$ cat config.mk
export PLATFORM = sky130hd
export DESIGN_NAME = uart_prog_tx
export DESIGN_NICKNAME = d
export VERILOG_FILES = /design/src/rtl/prog_pkg.sv /design/src/rtl/uart_tx_byte.sv /design/src/rtl/uart_prog_tx.sv
export SDC_FILE = /design/constraint.sdc
export NUM_CORES = 1
export LEC_CHECK = 0
export ABC_AREA = 1
export ABC_CLOCK_PERIOD_IN_PS = 2100
export CORE_ASPECT_RATIO = 1.75
export CORE_UTILIZATION = 30
export CTS_CLUSTER_DIAMETER = 200
export DETAILED_ROUTE_END_ITERATION = 16
export GPL_TIMING_DRIVEN = 0
export PLACE_DENSITY = 0.57
export SETUP_SLACK_MARGIN = 0.4
export SYNTH_ARGS = -nofsm -noshare
export SYNTH_HDL_FRONTEND = slang
export SYNTH_HIERARCHICAL = 1
export SYNTH_SLANG_ARGS = --single-unit
$ cat constraint.sdc
create_clock -name clk_i -period 2.1 [get_ports clk_i]
set_input_delay 0.315 -clock clk_i [delete_from_list [all_inputs] [get_ports clk_i]]
set_output_delay 0.315 -clock clk_i [all_outputs]
set_load 0.03 [all_outputs]
$ cat src/rtl/prog_pkg.sv
// -----------------------------------------------------------------------------
// prog_pkg
// Constants and types shared by both ends of the UART RAM-programming link
// (this transmitter and the teknofest_ram receiver), so that the magic
// sequence, default timing and state encoding cannot drift apart.
//   PROGRAM_SEQUENCE / PROG_SEQ_LENGTH : "TEKNOFEST" preamble, 9 bytes
//   CPU_CLK_DEFAULT / BAUD_RATE_DEFAULT: default clock and serial rate
//   prog_state_e                       : programmer FSM state encoding
//   prog_seq_byte()                    : i-th preamble byte, 'T' first
//   msb_byte()                         : i-th byte of a word, MSB first
// -----------------------------------------------------------------------------
package prog_pkg;

  localparam int PROG_SEQ_LENGTH = 9;
  localparam logic [8*PROG_SEQ_LENGTH-1:0] PROGRAM_SEQUENCE = "TEKNOFEST";

  localparam int CPU_CLK_DEFAULT   = 20_000_000;
  localparam int BAUD_RATE_DEFAULT = 256_000;

  typedef enum logic [2:0] {
    ST_IDLE,
    ST_HDR,
    ST_LEN,
    ST_FETCH,
    ST_DATA,
    ST_FLUSH
  } prog_state_e;

  // A string literal packs its first character in the most significant byte.
  function automatic logic [7:0] prog_seq_byte(input logic [3:0] idx);
    logic [7:0] b;
    b = 8'h00;
    for (int i = 0; i < PROG_SEQ_LENGTH; i++) begin
      if (idx == 4'(i)) begin
        b = PROGRAM_SEQUENCE[8*(PROG_SEQ_LENGTH-1-i) +: 8];
      end
    end
    return b;
  endfunction

  function automatic logic [7:0] msb_byte(input logic [31:0] w, input logic [1:0] idx);
    logic [7:0] b;
    case (idx)
      2'd0:    b = w[31:24];
      2'd1:    b = w[23:16];
      2'd2:    b = w[15:8];
      default: b = w[7:0];
    endcase
    return b;
  endfunction

endpackage

$ cat src/rtl/uart_tx_byte.sv
// -----------------------------------------------------------------------------
// uart_tx_byte
// 8N1 serialiser with a valid/ready byte interface. Each bit lasts exactly DIV
// clocks. A byte is taken on byte_valid_i && byte_ready_o; its start bit
// appears the following cycle. byte_ready_o returns the cycle after the last
// stop-bit cycle, so back-to-back frames are separated by one idle cycle.
//   clk_i        : system clock
//   rst_ni       : asynchronous active-low reset (line forced idle high)
//   byte_valid_i : byte_data_i holds a byte to send
//   byte_data_i  : byte to send, LSB first on the line
//   byte_ready_o : serialiser idle, can accept a byte
//   tx_o         : serial line, idle high
// -----------------------------------------------------------------------------
module uart_tx_byte #(
  parameter int DIV = 78
) (
  input  logic       clk_i,
  input  logic       rst_ni,
  input  logic       byte_valid_i,
  input  logic [7:0] byte_data_i,
  output logic       byte_ready_o,
  output logic       tx_o
);

  localparam int CNT_W = (DIV > 1) ? $clog2(DIV) : 1;
  localparam logic [CNT_W-1:0] DIV_LAST = CNT_W'(DIV - 1);

  logic             active_q;
  logic [9:0]       shift_q;
  logic [CNT_W-1:0] div_cnt_q;
  logic [3:0]       bit_cnt_q;
  logic             tx_q;

  assign byte_ready_o = ~active_q;
  assign tx_o         = tx_q;

  always_ff @(posedge clk_i or negedge rst_ni) begin
    if (!rst_ni) begin
      active_q  <= 1'b0;
      shift_q   <= '1;
      div_cnt_q <= '0;
      bit_cnt_q <= '0;
      tx_q      <= 1'b1;
    end else if (!active_q) begin
      if (byte_valid_i) begin
        active_q  <= 1'b1;
        // Frame is {stop, data[7:0], start}; bit 0 goes on the line right away.
        shift_q   <= {1'b1, byte_data_i, 1'b0};
        div_cnt_q <= '0;
        bit_cnt_q <= '0;
        tx_q      <= 1'b0;
      end
    end else if (div_cnt_q == DIV_LAST) begin
      div_cnt_q <= '0;
      if (bit_cnt_q == 4'd9) begin
        active_q <= 1'b0;
        tx_q     <= 1'b1;
      end else begin
        bit_cnt_q <= bit_cnt_q + 4'd1;
        shift_q   <= {1'b1, shift_q[9:1]};
        tx_q      <= shift_q[1];
      end
    end else begin
      div_cnt_q <= div_cnt_q + 1'b1;
    end
  end

endmodule

$ cat src/rtl/uart_prog_tx.sv
// -----------------------------------------------------------------------------
// uart_prog_tx
// Transmitting end of the UART RAM-programming protocol. On start it sends
// "TEKNOFEST", a 32-bit word count (MSB byte first) and then that many 32-bit
// words read from a synchronous memory port starting at BASE_ADDR (each word
// MSB byte first). Total bytes per transfer: 13 + 4*N.
//   clk_i        : system clock
//   rst_ni       : asynchronous active-low reset
//   start_i      : one-cycle start request, honoured only when idle
//   word_count_i : number of words, latched with start_i
//   rd_en_o      : memory read enable (one cycle per word)
//   rd_addr_o    : memory word address, wraps modulo 2^ADDR_WIDTH
//   rd_data_i    : memory data, valid the cycle after rd_en_o
//   tx_o         : UART serial output, idle high
//   busy_o       : transfer in progress
//   done_o       : one-cycle pulse once the last stop bit has completed
// -----------------------------------------------------------------------------
module uart_prog_tx
  import prog_pkg::*;
#(
  parameter int CPU_CLK    = CPU_CLK_DEFAULT,
  parameter int BAUD_RATE  = BAUD_RATE_DEFAULT,
  parameter int ADDR_WIDTH = 17,
  parameter int BASE_ADDR  = 0
) (
  input  logic                  clk_i,
  input  logic                  rst_ni,
  input  logic                  start_i,
  input  logic [31:0]           word_count_i,
  output logic                  rd_en_o,
  output logic [ADDR_WIDTH-1:0] rd_addr_o,
  input  logic [31:0]           rd_data_i,
  output logic                  tx_o,
  output logic                  busy_o,
  output logic                  done_o
);

  localparam int DIV = CPU_CLK / BAUD_RATE;
  localparam logic [ADDR_WIDTH-1:0] BASE = ADDR_WIDTH'(BASE_ADDR);

  prog_state_e           state_q;
  logic [3:0]            byte_idx_q;
  logic [31:0]           count_q;
  logic [31:0]           sent_q;
  logic [31:0]           sent_d;
  logic [ADDR_WIDTH-1:0] addr_q;
  logic [31:0]           word_q;
  logic                  rd_en_q;
  logic                  fetch_wait_q;
  logic                  busy_q;
  logic                  done_q;

  logic                  byte_valid;
  logic [7:0]            byte_data;
  logic                  byte_ready;
  logic                  byte_fire;

  assign rd_en_o   = rd_en_q;
  assign rd_addr_o = addr_q;
  assign busy_o    = busy_q;
  assign done_o    = done_q;
  assign byte_fire = byte_valid & byte_ready;
  assign sent_d    = sent_q + 32'd1;

  always_comb begin
    byte_valid = 1'b0;
    byte_data  = 8'h00;
    case (state_q)
      ST_HDR: begin
        byte_valid = 1'b1;
        byte_data  = prog_seq_byte(byte_idx_q);
      end
      ST_LEN: begin
        byte_valid = 1'b1;
        byte_data  = msb_byte(count_q, byte_idx_q[1:0]);
      end
      ST_DATA: begin
        byte_valid = 1'b1;
        byte_data  = msb_byte(word_q, byte_idx_q[1:0]);
      end
      default: ;
    endcase
  end

  uart_tx_byte #(
    .DIV (DIV)
  ) u_tx (
    .clk_i        (clk_i),
    .rst_ni       (rst_ni),
    .byte_valid_i (byte_valid),
    .byte_data_i  (byte_data),
    .byte_ready_o (byte_ready),
    .tx_o         (tx_o)
  );

  always_ff @(posedge clk_i or negedge rst_ni) begin
    if (!rst_ni) begin
      state_q      <= ST_IDLE;
      byte_idx_q   <= '0;
      count_q      <= '0;
      sent_q       <= '0;
      addr_q       <= BASE;
      word_q       <= '0;
      rd_en_q      <= 1'b0;
      fetch_wait_q <= 1'b0;
      busy_q       <= 1'b0;
      done_q       <= 1'b0;
    end else begin
      done_q <= 1'b0;
      case (state_q)
        ST_IDLE: begin
          if (start_i) begin
            count_q    <= word_count_i;
            sent_q     <= '0;
            byte_idx_q <= '0;
            addr_q     <= BASE;
            busy_q     <= 1'b1;
            state_q    <= ST_HDR;
          end
        end
        ST_HDR: begin
          if (byte_fire) begin
            if (byte_idx_q == 4'(PROG_SEQ_LENGTH - 1)) begin
              byte_idx_q <= '0;
              state_q    <= ST_LEN;
            end else begin
              byte_idx_q <= byte_idx_q + 4'd1;
            end
          end
        end
        ST_LEN: begin
          if (byte_fire) begin
            if (byte_idx_q == 4'd3) begin
              byte_idx_q <= '0;
              if (count_q == 32'd0) begin
                state_q <= ST_FLUSH;
              end else begin
                // Read enable rises together with entry into FETCH.
                rd_en_q      <= 1'b1;
                fetch_wait_q <= 1'b0;
                state_q      <= ST_FETCH;
              end
            end else begin
              byte_idx_q <= byte_idx_q + 4'd1;
            end
          end
        end
        ST_FETCH: begin
          rd_en_q <= 1'b0;
          // First FETCH cycle issues the read, second captures the data.
          if (fetch_wait_q) begin
            word_q       <= rd_data_i;
            fetch_wait_q <= 1'b0;
            state_q      <= ST_DATA;
          end else begin
            fetch_wait_q <= 1'b1;
          end
        end
        ST_DATA: begin
          if (byte_fire) begin
            if (byte_idx_q == 4'd3) begin
              byte_idx_q <= '0;
              addr_q     <= addr_q + 1'b1;
              sent_q     <= sent_d;
              if (sent_d == count_q) begin
                state_q <= ST_FLUSH;
              end else begin
                rd_en_q      <= 1'b1;
                fetch_wait_q <= 1'b0;
                state_q      <= ST_FETCH;
              end
            end else begin
              byte_idx_q <= byte_idx_q + 4'd1;
            end
          end
        end
        ST_FLUSH: begin
          // The last byte was accepted on entry, so ready means its stop bit ended.
          if (byte_ready) begin
            done_q  <= 1'b1;
            busy_q  <= 1'b0;
            state_q <= ST_IDLE;
          end
        end
        default: state_q <= ST_IDLE;
      endcase
    end
  end

endmodule

==> summary.txt <==
largest net degree at the start of global routing = 88
clk slew on worst S/H paths = 0.06 ns
H-tree depth = 4
yosys synthesis warning count = 6
post-route cell area = 0.01305 mm²
Clock Tree Buf Depth = 2
crit-path leading delay family = simple AND/OR/NAND/NOR gates
Yosys reg bits = 145
Setup crit start kind = register
Final Instance Count excl. Fillers = 1789
CORE AREA = 0.02883 mm²
Placed Instances = 1665
vias in the first global route = 9102
Die Height = 229.4 µm
fin. max-slew vios = 0
Arrival @ worst endpoint = 2.70 ns
most frequent cells in the layout = nand2_1, dfrtp_1, inv_1, nand3_1, nor2_1
Total GRT Usage = 22.19%
Cell Area, Placed = 0.01031 mm²
Syn Std Cell Area = 0.008861 mm²
vias = 9222
Synth Flop Type = dfrtp_1
leak pwr = 6.012 nW
crit-path max cell delay = 0.41 ns
Final Hold Fails = 0
syn avg cell area = 7.390 µm²
CP max stage cell = dfrtp_2
first-pass GRT wire length = 49.92 mm
EDFF count, synth = 0
Fillers = 2833
die width = 131.9 µm
CTS tree = built
DRT iter0 DRCs = 468
average wire per cell in the routed design = 18.75 µm
post-layout min period = 2.312 ns
PwrDens = 516.8 mW/mm²
Root Buffer = clkbuf_16
total CTS buffers = 17
drt pass-1 iters = 5
Port Buffers = 87
worst-margin pin slew = 0.5030 ns
critical path fanouts, max = 5
critical path endpoint category = register
Seq/Total Area, Yosys = 41.08%
Post-Route WL = 33.55 mm
max_cap viols = 0
Die Area = 0.03025 mm²
Worst IR Drop VDD = 0.6036 mV
cell mode on critical path = nand2_1
vias per cell = 5.155
total grt overflow = 0
Hold Path Class = input port to async pin
final clock skew = 0.01158 ns
fin crit share = 110.1%
Max Clk Rate = 432.6 MHz
commonest non-fill, non-tap cell in the layout = nand2_1
CP required = 2.49 ns
Post-Syn Nets = 1276
Ports = 88
setup ws final = -0.2117 ns
CTS Sinks = 145
Yosys cell types = 43
pre-CTS setup slack = -0.5248 ns
area grow syn2layout = 47.23%
Layout Nets = 1474
DRC = 0
status = finished with violations
Setup Viol. Count Final = 14
CP bufs+invs = 0
layout cells sized above 1 = 31.91%
Final TNS setup = -0.9584 ns
WS Path Type = register to register
cells after synthesis = 1199
Rows = 82
worst path cell trace = ha_4, nand2_4, nor2_8, nand2_4, nor2_4, nand2_2, nand2_2, nand2_1, nand2_1, nand2_1, nor2_1, nand2_2, nor2_4, nand4_1, nand2_1, nand2_1, nand2_1
initial antenna violation count = 1
Skew-Pair Late Insertion Delay = 0.45 ns
Synth async-reset ratio = 100.0%
failing checks = setup timing
Final HPWL DP = 24.16 mm
Placer Congestion = 0.9639
initial core utilization = 30.74%
Slew HR = 66.47%
post-route ant nets = 0
RSZ-0062 raised after global routing = true
-- per-stage QoR --
step,hold slack (ns),util [%],power [mW]
CTS,0.3901,41.44,6.788
detailed placement,0.2803,35.78,3.420
floorplan,0.01941,-,3.119
global route,0.4236,45.25,6.943
global placement,0.4506,35.67,3.412
finish,0.3699,45.25,6.742
-- report_power, final --
group          internal (mW)  switching, mW
clock                   2.09           1.27
sequential              2.87         0.0904
combinational          0.206          0.223
total                   5.16           1.58
-- layer usage --
layer	wire length [µm]	global-route usage (%)	vias up
li1	-	-	4357
met3	1197	3.187	133
met1	11270	21.33	4452
met2	18070	41.58	280
met4	3009	17.95	0
met5	0	0	-
-- sequential cells by signal, summed over array words and instances (netlist names) --
register,count
done_o,1
u_tx/div_cnt_q,7
u_tx/bit_cnt_q,4
u_tx/shift_q,8
byte_idx_q,4
word_q,32
sent_q,32
rd_en_o,1
u_tx/tx_o,1
rd_addr_o,17
busy_o,1
count_q,32
fetch_wait_q,1
u_tx/active_q,1
state_q,3
-- final timing paths --
path                                                   from                           to  slack, ns  depth (start not counted)
min in group clk_i                         word_count_i[14]      count_q[14]$_DFFE_PN0P_       0.42                          3
max in group asynchronous                            rst_ni     rd_addr_o[7]$_DFFE_PN0P_       0.87                          3
worst max register to register        sent_q[1]$_DFFE_PN0P_     fetch_wait_q$_DFFE_PN0P_      -0.21                         17
worst max-delay path                  sent_q[1]$_DFFE_PN0P_     fetch_wait_q$_DFFE_PN0P_      -0.21                         17
worst min register to register  u_tx/shift_q[6]$_DFFE_PN1P_  u_tx/shift_q[6]$_DFFE_PN1P_       0.46                          2
worst min-delay path                                 rst_ni       word_q[28]$_DFFE_PN0P_       0.37                          2
-- kinds of logic after synthesis --
family                   after synthesis  synth area share, %
XOR/XNOR                               9               0.8895
AND/OR/NAND/NOR                      670                34.72
buffers and inverters                169                7.554
AO/OA/AOI/OAI                        164                10.28
multiplexers                          32                4.067
flip-flops                           145                41.08
adder cells (fa/ha/maj)               10                1.412
-- layout make-up --
type | instances | area (µm²) | area share, %
antenna | 1 | 2.502 | 0.01918
clock buffer | 24 | 481.7 | 3.692
buffer | 31 | 356.6 | 2.733
tap | 378 | 473.0 | 3.625
inverter | 138 | 566.8 | 4.344
sequential | 145 | 3655 | 28.01
multi-input combinational | 885 | 5580 | 42.77
clock inverter | 8 | 152.6 | 1.170
timing repair buffer | 179 | 1778 | 13.63
-- repair_timing --
| item | 4_1_cts | 5_1_grt |
|---|---|---|
| gates cloned | 2 | 4 |
| pin swaps | 37 | 83 |
| endpoints found under the setup margin | 161 | 142 |
| buffers inserted | 47 | 37 |
| hold endpoints to repair | 49 | 0 |
| resized for setup | 210 | 213 |
| hold buffers | 1 | 0 |
-- Yosys cell counts (2+ instances only) --
cell type  count  area [µm²]
nand2_1      356        1336
dfrtp_1      136        3403
inv_1        129       484.2
nand3_1      116       580.6
nor2_1        96       360.4
o21ai_0       92       460.4
mux2_2        32       360.4
a21oi_1       28       140.1
clkbuf_1      20       75.07
nand4_1       20       125.1
o22ai_1       17       106.4
nand2_2       15       93.84
nor4_1        14       87.58
nor2_2        12       75.07
ha_1          10       125.1
dfstp_2        9       236.5
inv_2          8       30.03
nand3_2        8       80.08
a221oi_1       7       61.31
a31oi_1        6       37.54
nor2_4         6       67.56
nor3_1         6       30.03
o221ai_1       5       43.79
xor2_1         5       43.79
buf_2          4       20.02
buf_6          4       45.04
nor2_8         4       80.08
o21ai_1        4       20.02
xnor2_1        4       35.03
and2_1         3       18.77
buf_1          3       11.26
nand2_4        3       33.78
nor3_2         3       30.03
and3_1         2       12.51
nor3_4         2       32.53
o31ai_1        2       15.01
or2_2          2       12.51
(Power assumes the default switching activity.)
